<file path="src/rtl/dsmod_mc_pkg.sv">
// Shared types and constants for the multi-channel delta-sigma modulator:
// FSM states, OSR and order codes, counter reloads and dither LFSR settings.
package dsmod_mc_pkg;

    typedef enum logic [1:0] {
        IDLE  = 2'd0,
        PRIME = 2'd1,
        RUN   = 2'd2
    } state_t;

    localparam logic [1:0] OSR_32  = 2'd0;
    localparam logic [1:0] OSR_64  = 2'd1;
    localparam logic [1:0] OSR_128 = 2'd2;
    localparam logic [1:0] OSR_256 = 2'd3;

    localparam int CNT_W = 8;

    localparam logic [CNT_W-1:0] RELOAD_32  = 8'd31;
    localparam logic [CNT_W-1:0] RELOAD_64  = 8'd63;
    localparam logic [CNT_W-1:0] RELOAD_128 = 8'd127;
    localparam logic [CNT_W-1:0] RELOAD_256 = 8'd255;

    localparam logic ORDER_1 = 1'b0;
    localparam logic ORDER_2 = 1'b1;

    // Right-shifting Galois form of x^16 + x^14 + x^13 + x^11 + 1.
    localparam logic [15:0] LFSR_SEED = 16'hACE1;
    localparam logic [15:0] LFSR_TAPS = 16'hB400;

    function automatic logic [CNT_W-1:0] osr_reload(input logic [1:0] osr);
        case (osr)
            OSR_32:  return RELOAD_32;
            OSR_64:  return RELOAD_64;
            OSR_128: return RELOAD_128;
            default: return RELOAD_256;
        endcase
    endfunction

    function automatic logic [3:0] osr_shift(input logic [1:0] osr);
        case (osr)
            OSR_32:  return 4'd5;
            OSR_64:  return 4'd6;
            OSR_128: return 4'd7;
            default: return 4'd8;
        endcase
    endfunction

    function automatic logic [15:0] rotr16(input logic [15:0] v, input int n);
        int k;
        k = n % 16;
        return (v >> k) | (v << (16 - k));
    endfunction

endpackage

</file>
<file path="src/rtl/dsmod_mc_ch.sv">
// One modulator channel: linear interpolator between fetched samples feeding
// a 1st- or 2nd-order single-bit delta-sigma loop.
module dsmod_mc_ch
    import dsmod_mc_pkg::*;
#(
    parameter int NBIT = 24
) (
    input  logic            clk,
    input  logic            rst,
    input  logic            clear,
    input  logic            run,
    input  logic            load,
    input  logic            fetch,
    input  logic            miss,
    input  logic            idle,
    input  logic            mode,
    input  logic [3:0]      shift,
    input  logic [NBIT-1:0] sample,
    input  logic [7:0]      dither,
    output logic            raw
);

    localparam int IW  = NBIT + 8;
    localparam int A1W = NBIT + 10;
    localparam int A2W = NBIT + 12;

    // Feedback magnitude equals interpolator full scale, 2^(NBIT+7).
    localparam logic signed [A1W-1:0] FB1 = {2'b00, 1'b1, {(IW-1){1'b0}}};
    localparam logic signed [A2W-1:0] FB2 = {4'b0000, 1'b1, {(IW-1){1'b0}}};

    logic signed [IW-1:0]  interp;
    logic signed [IW-1:0]  target;
    logic signed [IW-1:0]  step;
    logic signed [IW-1:0]  sample_ext;
    logic signed [IW-1:0]  step_nx;
    logic signed [IW:0]    diff;
    logic signed [IW:0]    mod_in;
    logic signed [A1W-1:0] accu1;
    logic signed [A1W-1:0] accu1_nx;
    logic signed [A1W-1:0] in1;
    logic signed [A2W-1:0] accu2;
    logic signed [A2W-1:0] accu3;
    logic signed [A2W-1:0] accu2_nx;
    logic signed [A2W-1:0] accu3_nx;
    logic signed [A2W-1:0] in2;
    logic                  raw_int;

    assign sample_ext = {sample, 8'h00};
    assign diff       = {sample_ext[IW-1], sample_ext} - {target[IW-1], target};
    assign step_nx    = IW'(diff >>> shift);
    assign mod_in     = {interp[IW-1], interp} + {{(IW-7){dither[7]}}, dither};
    assign in1        = {{(A1W-IW-1){mod_in[IW]}}, mod_in};
    assign in2        = {{(A2W-IW-1){mod_in[IW]}}, mod_in};

    // NOTE: every always_comb output gets a value on every path so no latch is inferred.
    always_comb begin
        raw_int  = (mode == ORDER_2) ? ~accu3[A2W-1] : ~accu1[A1W-1];
        accu1_nx = raw_int ? (accu1 + in1 - FB1) : (accu1 + in1 + FB1);
        accu2_nx = raw_int ? (accu2 + in2 - FB2) : (accu2 + in2 + FB2);
        accu3_nx = raw_int ? (accu3 + accu2_nx - FB2) : (accu3 + accu2_nx + FB2);
    end

    assign raw = raw_int & ~idle;

    // NOTE: sequential state uses non-blocking assignments so all flops update together.
    always_ff @(posedge clk or posedge rst) begin
        if (rst) begin
            interp <= '0;
            target <= '0;
            step   <= '0;
            accu1  <= '0;
            accu2  <= '0;
            accu3  <= '0;
        end else if (clear) begin
            interp <= '0;
            target <= '0;
            step   <= '0;
            accu1  <= '0;
            accu2  <= '0;
            accu3  <= '0;
        end else begin
            if (load) begin
                target <= sample_ext;
                interp <= sample_ext;
                step   <= '0;
            end else if (fetch) begin
                target <= sample_ext;
                interp <= target;
                step   <= step_nx;
            end else if (miss) begin
                interp <= target;
                step   <= '0;
            end else if (run) begin
                interp <= interp + step;
            end

            if (run) begin
                if (mode == ORDER_2) begin
                    accu2 <= accu2_nx;
                    accu3 <= accu3_nx;
                end else begin
                    accu1 <= accu1_nx;
                end
            end
        end
    end

endmodule

</file>
<file path="src/rtl/dsmod_mc.sv">
// Multi-channel delta-sigma DAC modulator: shared IDLE/PRIME/RUN sequencer and
// fetch counter driving NCH channels. Optional dither via DSMOD_MC_DITHER_EN.
module dsmod_mc
    import dsmod_mc_pkg::*;
#(
    parameter int NBIT = 24,
    parameter int NCH  = 2
) (
    input  logic                i_clk,
    input  logic                i_rst,
    input  logic                i_ena,
    input  logic                i_mode,
    input  logic [1:0]          i_osr,
    input  logic                i_out_invert,
    input  logic [NCH*NBIT-1:0] i_data,
    input  logic                i_valid,
    output logic                o_ready,
    output logic                o_underrun,
    input  logic                i_clr_underrun,
    output logic [NCH-1:0]      o_ds,
    output logic [NCH-1:0]      o_ds_n
);

    state_t           state;
    logic             mode_q;
    logic [1:0]       osr_q;
    logic [CNT_W-1:0] cnt;
    logic             underrun;
    logic             slot;
    logic             idle;
    logic             clear;
    logic             run;
    logic             load;
    logic             fetch;
    logic             miss;
    logic [3:0]       shift;
    logic [NCH*8-1:0] dither;
    logic [NCH-1:0]   raw;

    assign slot  = (state == RUN) && (cnt == '0);
    assign idle  = (state == IDLE);
    assign clear = idle || !i_ena;
    assign run   = i_ena && (state == RUN);
    assign load  = i_ena && (state == PRIME) && i_valid;
    assign fetch = i_ena && slot && i_valid;
    assign miss  = i_ena && slot && !i_valid;
    assign shift = osr_shift(osr_q);

    assign o_ready    = (state == PRIME) || slot;
    assign o_underrun = underrun;

    always_ff @(posedge i_clk or posedge i_rst) begin
        if (i_rst) begin
            state    <= IDLE;
            mode_q   <= ORDER_1;
            osr_q    <= OSR_32;
            cnt      <= '0;
            underrun <= 1'b0;
        end else begin
            // A clear request overrides a miss in the same cycle.
            if (i_clr_underrun) begin
                underrun <= 1'b0;
            end else if (miss) begin
                underrun <= 1'b1;
            end

            if (!i_ena) begin
                state <= IDLE;
                cnt   <= '0;
            end else begin
                case (state)
                    IDLE: begin
                        mode_q <= i_mode;
                        osr_q  <= i_osr;
                        state  <= PRIME;
                    end
                    PRIME: begin
                        if (i_valid) begin
                            cnt   <= osr_reload(osr_q);
                            state <= RUN;
                        end
                    end
                    RUN: begin
                        if (cnt == '0) begin
                            cnt <= osr_reload(osr_q);
                        end else begin
                            cnt <= cnt - 1'b1;
                        end
                    end
                    default: state <= IDLE;
                endcase
            end
        end
    end

`ifdef DSMOD_MC_DITHER_EN
    logic [15:0] lfsr;

    always_ff @(posedge i_clk or posedge i_rst) begin
        if (i_rst) begin
            lfsr <= LFSR_SEED;
        end else if (run) begin
            lfsr <= {1'b0, lfsr[15:1]} ^ (lfsr[0] ? LFSR_TAPS : 16'h0000);
        end
    end

    // Each channel sees a differently rotated view to decorrelate dither.
    for (genvar g = 0; g < NCH; g++) begin : g_dither
        assign dither[g*8 +: 8] = 8'(rotr16(lfsr, 3 * g));
    end
`else
    assign dither = '0;
`endif

    for (genvar g = 0; g < NCH; g++) begin : g_ch
        dsmod_mc_ch #(
            .NBIT (NBIT)
        ) u_ch (
            .clk    (i_clk),
            .rst    (i_rst),
            .clear  (clear),
            .run    (run),
            .load   (load),
            .fetch  (fetch),
            .miss   (miss),
            .idle   (idle),
            .mode   (mode_q),
            .shift  (shift),
            .sample (i_data[g*NBIT +: NBIT]),
            .dither (dither[g*8 +: 8]),
            .raw    (raw[g])
        );
    end

    assign o_ds   = raw ^ {NCH{i_out_invert}};
    assign o_ds_n = ~o_ds;

endmodule

</file>
<file path="config.mk">
export PLATFORM = sky130hd
export DESIGN_NAME = dsmod_mc
export DESIGN_NICKNAME = d
export VERILOG_FILES = /design/src/rtl/dsmod_mc_pkg.sv /design/src/rtl/dsmod_mc_ch.sv /design/src/rtl/dsmod_mc.sv
export SDC_FILE = /design/constraint.sdc
export NUM_CORES = 2
export LEC_CHECK = 0
export CAP_MARGIN = 25
export CORE_ASPECT_RATIO = 0.8
export CORE_MARGIN = 4
export CORE_UTILIZATION = 40
export DETAILED_ROUTE_END_ITERATION = 10
export PLACE_DENSITY = 0.54
export RECOVER_POWER = 100
export SLEW_MARGIN = 20
export SYNTH_ARGS = -nofsm -noshare
export SYNTH_HDL_FRONTEND = slang
export SYNTH_SLANG_ARGS = --single-unit
</file>
<file path="constraint.sdc">
create_clock -name i_clk -period 16.62 [get_ports i_clk]
set_input_delay 3.324 -clock i_clk [delete_from_list [all_inputs] [get_ports i_clk]]
set_output_delay 3.324 -clock i_clk [all_outputs]
set_load 0.02 [all_outputs]
</file>
# Word level (Yosys, flattened, before mapping)
# Index checks and enable logic that the tools add are counted.
totals:
  ff_bits: 418
  out_inout_bits: 6
  wordCells: 144
op_classes:
  n_addsub: 23
  n_eq_ne: 8
  n_shift: 2
  mux: 60
  bitwise_logic: 9
  n_reduce_logical: 25
ops:
  columns: ["cell", "count"]
  rows:
  - ["2-to-1 mux 32 bit", 23]
  - ["2-to-1 mux 36 bit", 16]
  - ["2-to-1 mux 34 bit", 8]
  - ["adder 36 x 33 -> 36 bit (second input constant)", 4]
  - ["subtractor 36 x 33 -> 36 bit (second input constant)", 4]
  - ["adder 36 x 32 -> 36 bit", 2]
  - ["adder 36 bit", 2]
  - ["adder 34 x 32 -> 34 bit", 2]
  - ["adder 34 x 33 -> 34 bit (second input constant)", 2]
  - ["subtractor 34 x 33 -> 34 bit (second input constant)", 2]
  - [">>> shifter 33 x 4 -> 32 bit", 2]
  - ["subtractor 32 x 32 -> 33 bit", 2]
  - ["adder 32 bit", 2]
  - ["2-to-1 mux 8 bit", 3]
  - ["one-hot mux 8 bit (3 select lines)", 1]
  - ["one-hot mux 8 bit (2 select lines)", 1]
  - ["one-hot mux 4 bit (3 select lines)", 1]
  - ["AND reduction 2 bit", 5]
  - ["logical NOT 8 bit", 1]
  - ["subtractor 8 x 1 -> 8 bit (second input constant)", 1]
  - ["logical AND 1 bit", 7]
  - ["one-hot mux 2 bit (3 select lines)", 1]
  - ["nonzero test 2 bit", 3]
  - ["inverter 1 bit", 5]
  - ["17 further kinds", 27]

# Depth between registers and ports, before layout
logic_depth:
  depth_word: 9
  depth_mapped: 30
  mapped_depth_nobuf: 30

# Cells and area by module
# Synthesis repeated with hierarchy kept, for this count alone.
hier_totals:
  hier_cells: 4469
  hier_area_um2: 37330.8
modules_own_cells:
  columns: ["module", "instances", "cells_each", "area_per_inst_um2"]
  rows:
  - ["dsmod_mc_ch (g_ch[1].u_ch)", 1, 2205, 18363.9]
  - ["dsmod_mc_ch (g_ch[0].u_ch)", 1, 2164, 18029.8]
  - ["dsmod_mc", 1, 100, 937.1]

# Worst setup path after synthesis
# No wires, ideal clock.
synth_path:
  kind: "in2out"
  start: "input i_out_invert"
  end: "output o_ds_n[0]"
  arrival_time_ns: 3.927
  setup_slack_ns: 9.369
  cell_stages: 2
  path_cell_list: "xor2_1 inv_1"
synth_via:
  elab_chain_cells: 2
synth_lines:
  columns: ["item", "line_no", "text"]
  rows:
  - ["from (decl)", "dsmod_mc.sv:14", "input logic i_out_invert,"]
  - ["XOR 2 bit", "dsmod_mc.sv:135", "assign o_ds = raw ^ {NCH{i_out_invert}};"]
  - ["inverter 2 bit", "dsmod_mc.sv:136", "assign o_ds_n = ~o_ds;"]
  - ["to (decl)", "dsmod_mc.sv:21", "output logic [NCH-1:0] o_ds_n"]
# Every way passes these cells.

# Worst setup path in the final report
layout_path:
  start: "input i_ena"
  end: "register g_ch[1].u_ch.target[25]"
layout_via:
  elab_chain_cells: 4
layout_lines:
  columns: ["item", "line_no", "text"]
  rows:
  - ["from (decl)", "dsmod_mc.sv:11", "input logic i_ena,"]
  - ["logical AND 1 bit (2 in series)", "dsmod_mc.sv:44", "assign load = i_ena && (state == PRIME) && i_valid;"]
  - ["2-to-1 mux 32 bit", "dsmod_mc_ch.sv:82", "if (load) begin"]
  - ["2-to-1 mux 32 bit", "dsmod_mc_ch.sv:74", "end else if (clear) begin"]
  - ["to (signal assigned)", "dsmod_mc_ch.sv:83", "target <= sample_ext;"]
  - ["to (signal assigned)", "dsmod_mc_ch.sv:87", "target <= sample_ext;"]
  - ["to (decl)", "dsmod_mc_ch.sv:32", "logic signed [IW-1:0] target;"]
# Several ways; a longest one is shown, not always the timed one.
# A chain may end at the register's enable or synchronous reset.

==> flow_metrics.tcl <==
set metrics [dict create \
    fmax_ghz 0.0948 \
    post-route-period-util 0.635 \
    final_cell_mix "399 x dfrtp_1, 371 x nand2_1, 330 x ha_1, 327 x a21oi_1, 288 x o21ai_0" \
    ant_nets 0 \
    finalCriticalPeriod_ps 10550 \
    vias_per_cell 5.71 \
    io_buffers 62 \
    layout_commonest_cell "dfrtp_1" \
    pwr-share-seq 0.330 \
    p_switching_mw 1.10 \
    drt-pass1-iter-count 6 \
    clock_sinks 399 \
    postCtsSetupRepairBufs 0 \
    async_flop_share 1.00 \
    core-area_sq_mm 0.0806 \
    wl_met1_mm 49.0 \
    synth_flop_cell "dfrtp_1" \
    tightestPinTransition_ps 4730 \
    finalWirelength_mm 97.8 \
    dieArea_sq_mm 0.0861 \
    worst_setup_path_start_kind "input pin" \
    pre_cts_ws_ps 8630 \
    gp_congestion 0.870 \
    ys_seq_area_frac 0.307 \
    failed_checks "capacitance limit, slew limit" \
    leakage_nw 17.3 \
    grt_max_degree 96 \
    hold_viol 0 \
    synth_edf_count 0 \
    critPathKind "in2reg" \
    holdPathStages 2 \
    syn-cell-area_sq_mm 0.0326 \
    power_switching_share 0.350 \
    regArea_sq_mm 0.00998 \
    max-cap-violations 17 \
    cts_tree "done" \
    wl_met3_mm 4.63 \
    end_kind "register" \
    h-tree-depth 2 \
    pin_count 63 \
    reg2reg_slack_ps 8990 \
    routed.top_layer "met4" \
    syn_avg_cell_area_sq_um 8.63 \
    rsz0062_at_grt "no" \
    holdPathEnd "g_ch[0].u_ch.accu3[13]" \
    intPower_mw 2.04 \
    vdd_drop_max_mv 0.0749 \
    start_util 0.404 \
    ctsHoldBuffers 0 \
    ys_warn_count 0 \
    ff2ff_path_depth 29 \
    min_path_type "reg2reg" \
    layout_setup_ws_ps 6070 \
    drtIter0Drc 1755 \
    crit_required_ps 17010 \
    synthDistinctLibCells 88 \
    grt_pass1_wl_mm 155 \
    ys_ff_latch 399 \
    first_global_vias 26600 \
    maxSlewViolCount 909 \
    clk_path_buf_depth 3 \
    fin_nets 4180 \
    ctsResizeCount 0 \
    syn_inst 3772 \
    die_w_um 327 \
    finClkSkew_ps 30.9 \
    status "complete, but fails checks" \
    wl_met2_mm 42.8 \
    pwr-share-clk 0.363 \
    hpwl_mm 71.0 \
    cts_buffers 48 \
    utilization 0.446 \
    critPathMaxFanout 62 \
    num_rows 93 \
    track_usage 0.222 \
    min_from "g_ch[0].u_ch.accu3[13]" \
    clk_latency_ps 620 \
    cts-root-buf "clkbuf_16" \
    relSlewSlack -2.17 \
    drive_above_1_share 0.0428 \
    clk_pin_slew_ps 60 \
    hold_ws_ps 487 \
    area_growth_pct 10.4 \
    p_per_area_mw_per_mm2 87.4 \
    power.share.combinational 0.306 \
    vias 28000 \
    timing.setup.tns_ps 0 \
    drc 0 \
    r2r-start "g_ch[1].u_ch.interp[0]" \
    die_h_um 263 \
    avgRoutedWirePerCell_um 19.9 \
    setup_viol 0 \
    multi_input_area_sq_mm 0.0215 \
    antenna_found_initial 1 \
    arrival_ps 10940 \
    fillers 8033 \
    worstReg2RegEnd "g_ch[1].u_ch.accu3[35]" \
    synth_fp_nets 4177 \
    grt_overflow_total 0 \
]
worst max-delay path, cell delays in order:
cell	delay [ps]
dlygate4sd3_1	870
inv_1	420
nor2_4	180
clkbuf_1	2540
nand3_1	2060
clkbuf_1	1030
nand3_1	300
o21ai_0	150
state kept, by name (all words and copies together) (netlist names):
name and cells:
g_ch.u_ch.accu2 72, g_ch.u_ch.accu3 72, g_ch.u_ch.accu1 68, g_ch.u_ch.interp 64
g_ch.u_ch.step 61, g_ch.u_ch.target 48, cnt 8, osr_q 2
state 2, mode_q 1, o_underrun 1
routing by layer:
layer	vias up	GRT usage
met5	-	0
met4	0	0.0376
met3	96	0.0330
met2	505	0.345
met1	13500	0.331
li1	13900	-
through the flow:
stage          cells  cell area (sq um)  total power, mW
2_1_floorplan   3772              32600             1.74
3_3_place_gp    4816              34400             2.01
3_5_place_dp    4816              34400             2.01
4_1_cts         4901              36000             3.18
5_1_grt         4902              35900             3.31
6_report        4903              35900             3.14
cell families after synthesis:
logic type | count (synthesis) | synth area share
and+or+nand+nor | 937 | 0.131
xor gates and xnor gates | 298 | 0.0806
buffers and inverters | 315 | 0.0363
muxes | 86 | 0.0275
adders and majority gates | 348 | 0.137
AOI/OAI and AO/OA | 1389 | 0.280
DFF | 399 | 0.307
cell usage after synthesis, types with 67 or more instances:
cell type / n / area (sq um)
nor2_1: 190 / 713
a22o_1: 116 / 1020
clkbuf_1: 136 / 510
o21ai_0: 170 / 851
a21o_1: 159 / 1190
dfrtp_1: 399 / 9980
xnor2_1: 173 / 1520
nand2_1: 373 / 1400
inv_1: 167 / 627
xor2_1: 124 / 1090
a21oi_1: 327 / 1640
nand3_1: 109 / 546
o21ai_1: 187 / 936
ha_1: 332 / 4150
mux2i_1: 67 / 671
how the worst max path moves through the flow:
stage,from,endpoint,cells past startpoint
3_5_place_dp,i_out_invert,o_ds[0],3
6_report,i_ena,g_ch[1].u_ch.target[25],8
2_1_floorplan,i_rst,cnt[0],1
5_1_grt,i_rst,g_ch[0].u_ch.interp[10],4
4_1_cts,i_out_invert,o_ds[0],3
3_3_place_gp,i_out_invert,o_ds[1],3
power by group through the flow:
stage                     clock (mW)  combinational [mW]  sequential, mW
after detailed placement           0               0.959            1.06
after global placement             0               0.958            1.06
after CTS                       1.17               0.964            1.04
after floorplan                    0               0.708            1.04
after global routing            1.21                1.06            1.04
final                           1.14               0.961            1.04
final cells by class:
| type | count | area share |
|---|---|---|
| Multi-Input combinational cell | 3058 | 0.597 |
| Antenna cell | 1 | 0.0000696 |
| Inverter | 167 | 0.0175 |
| Sequential cell | 399 | 0.278 |
| Clock inverter | 18 | 0.00686 |
| Tap cell | 1092 | 0.0380 |
| Timing Repair Buffer | 101 | 0.0238 |
| Clock buffer | 67 | 0.0391 |
Note: power is estimated with default switching activity, not from simulation.
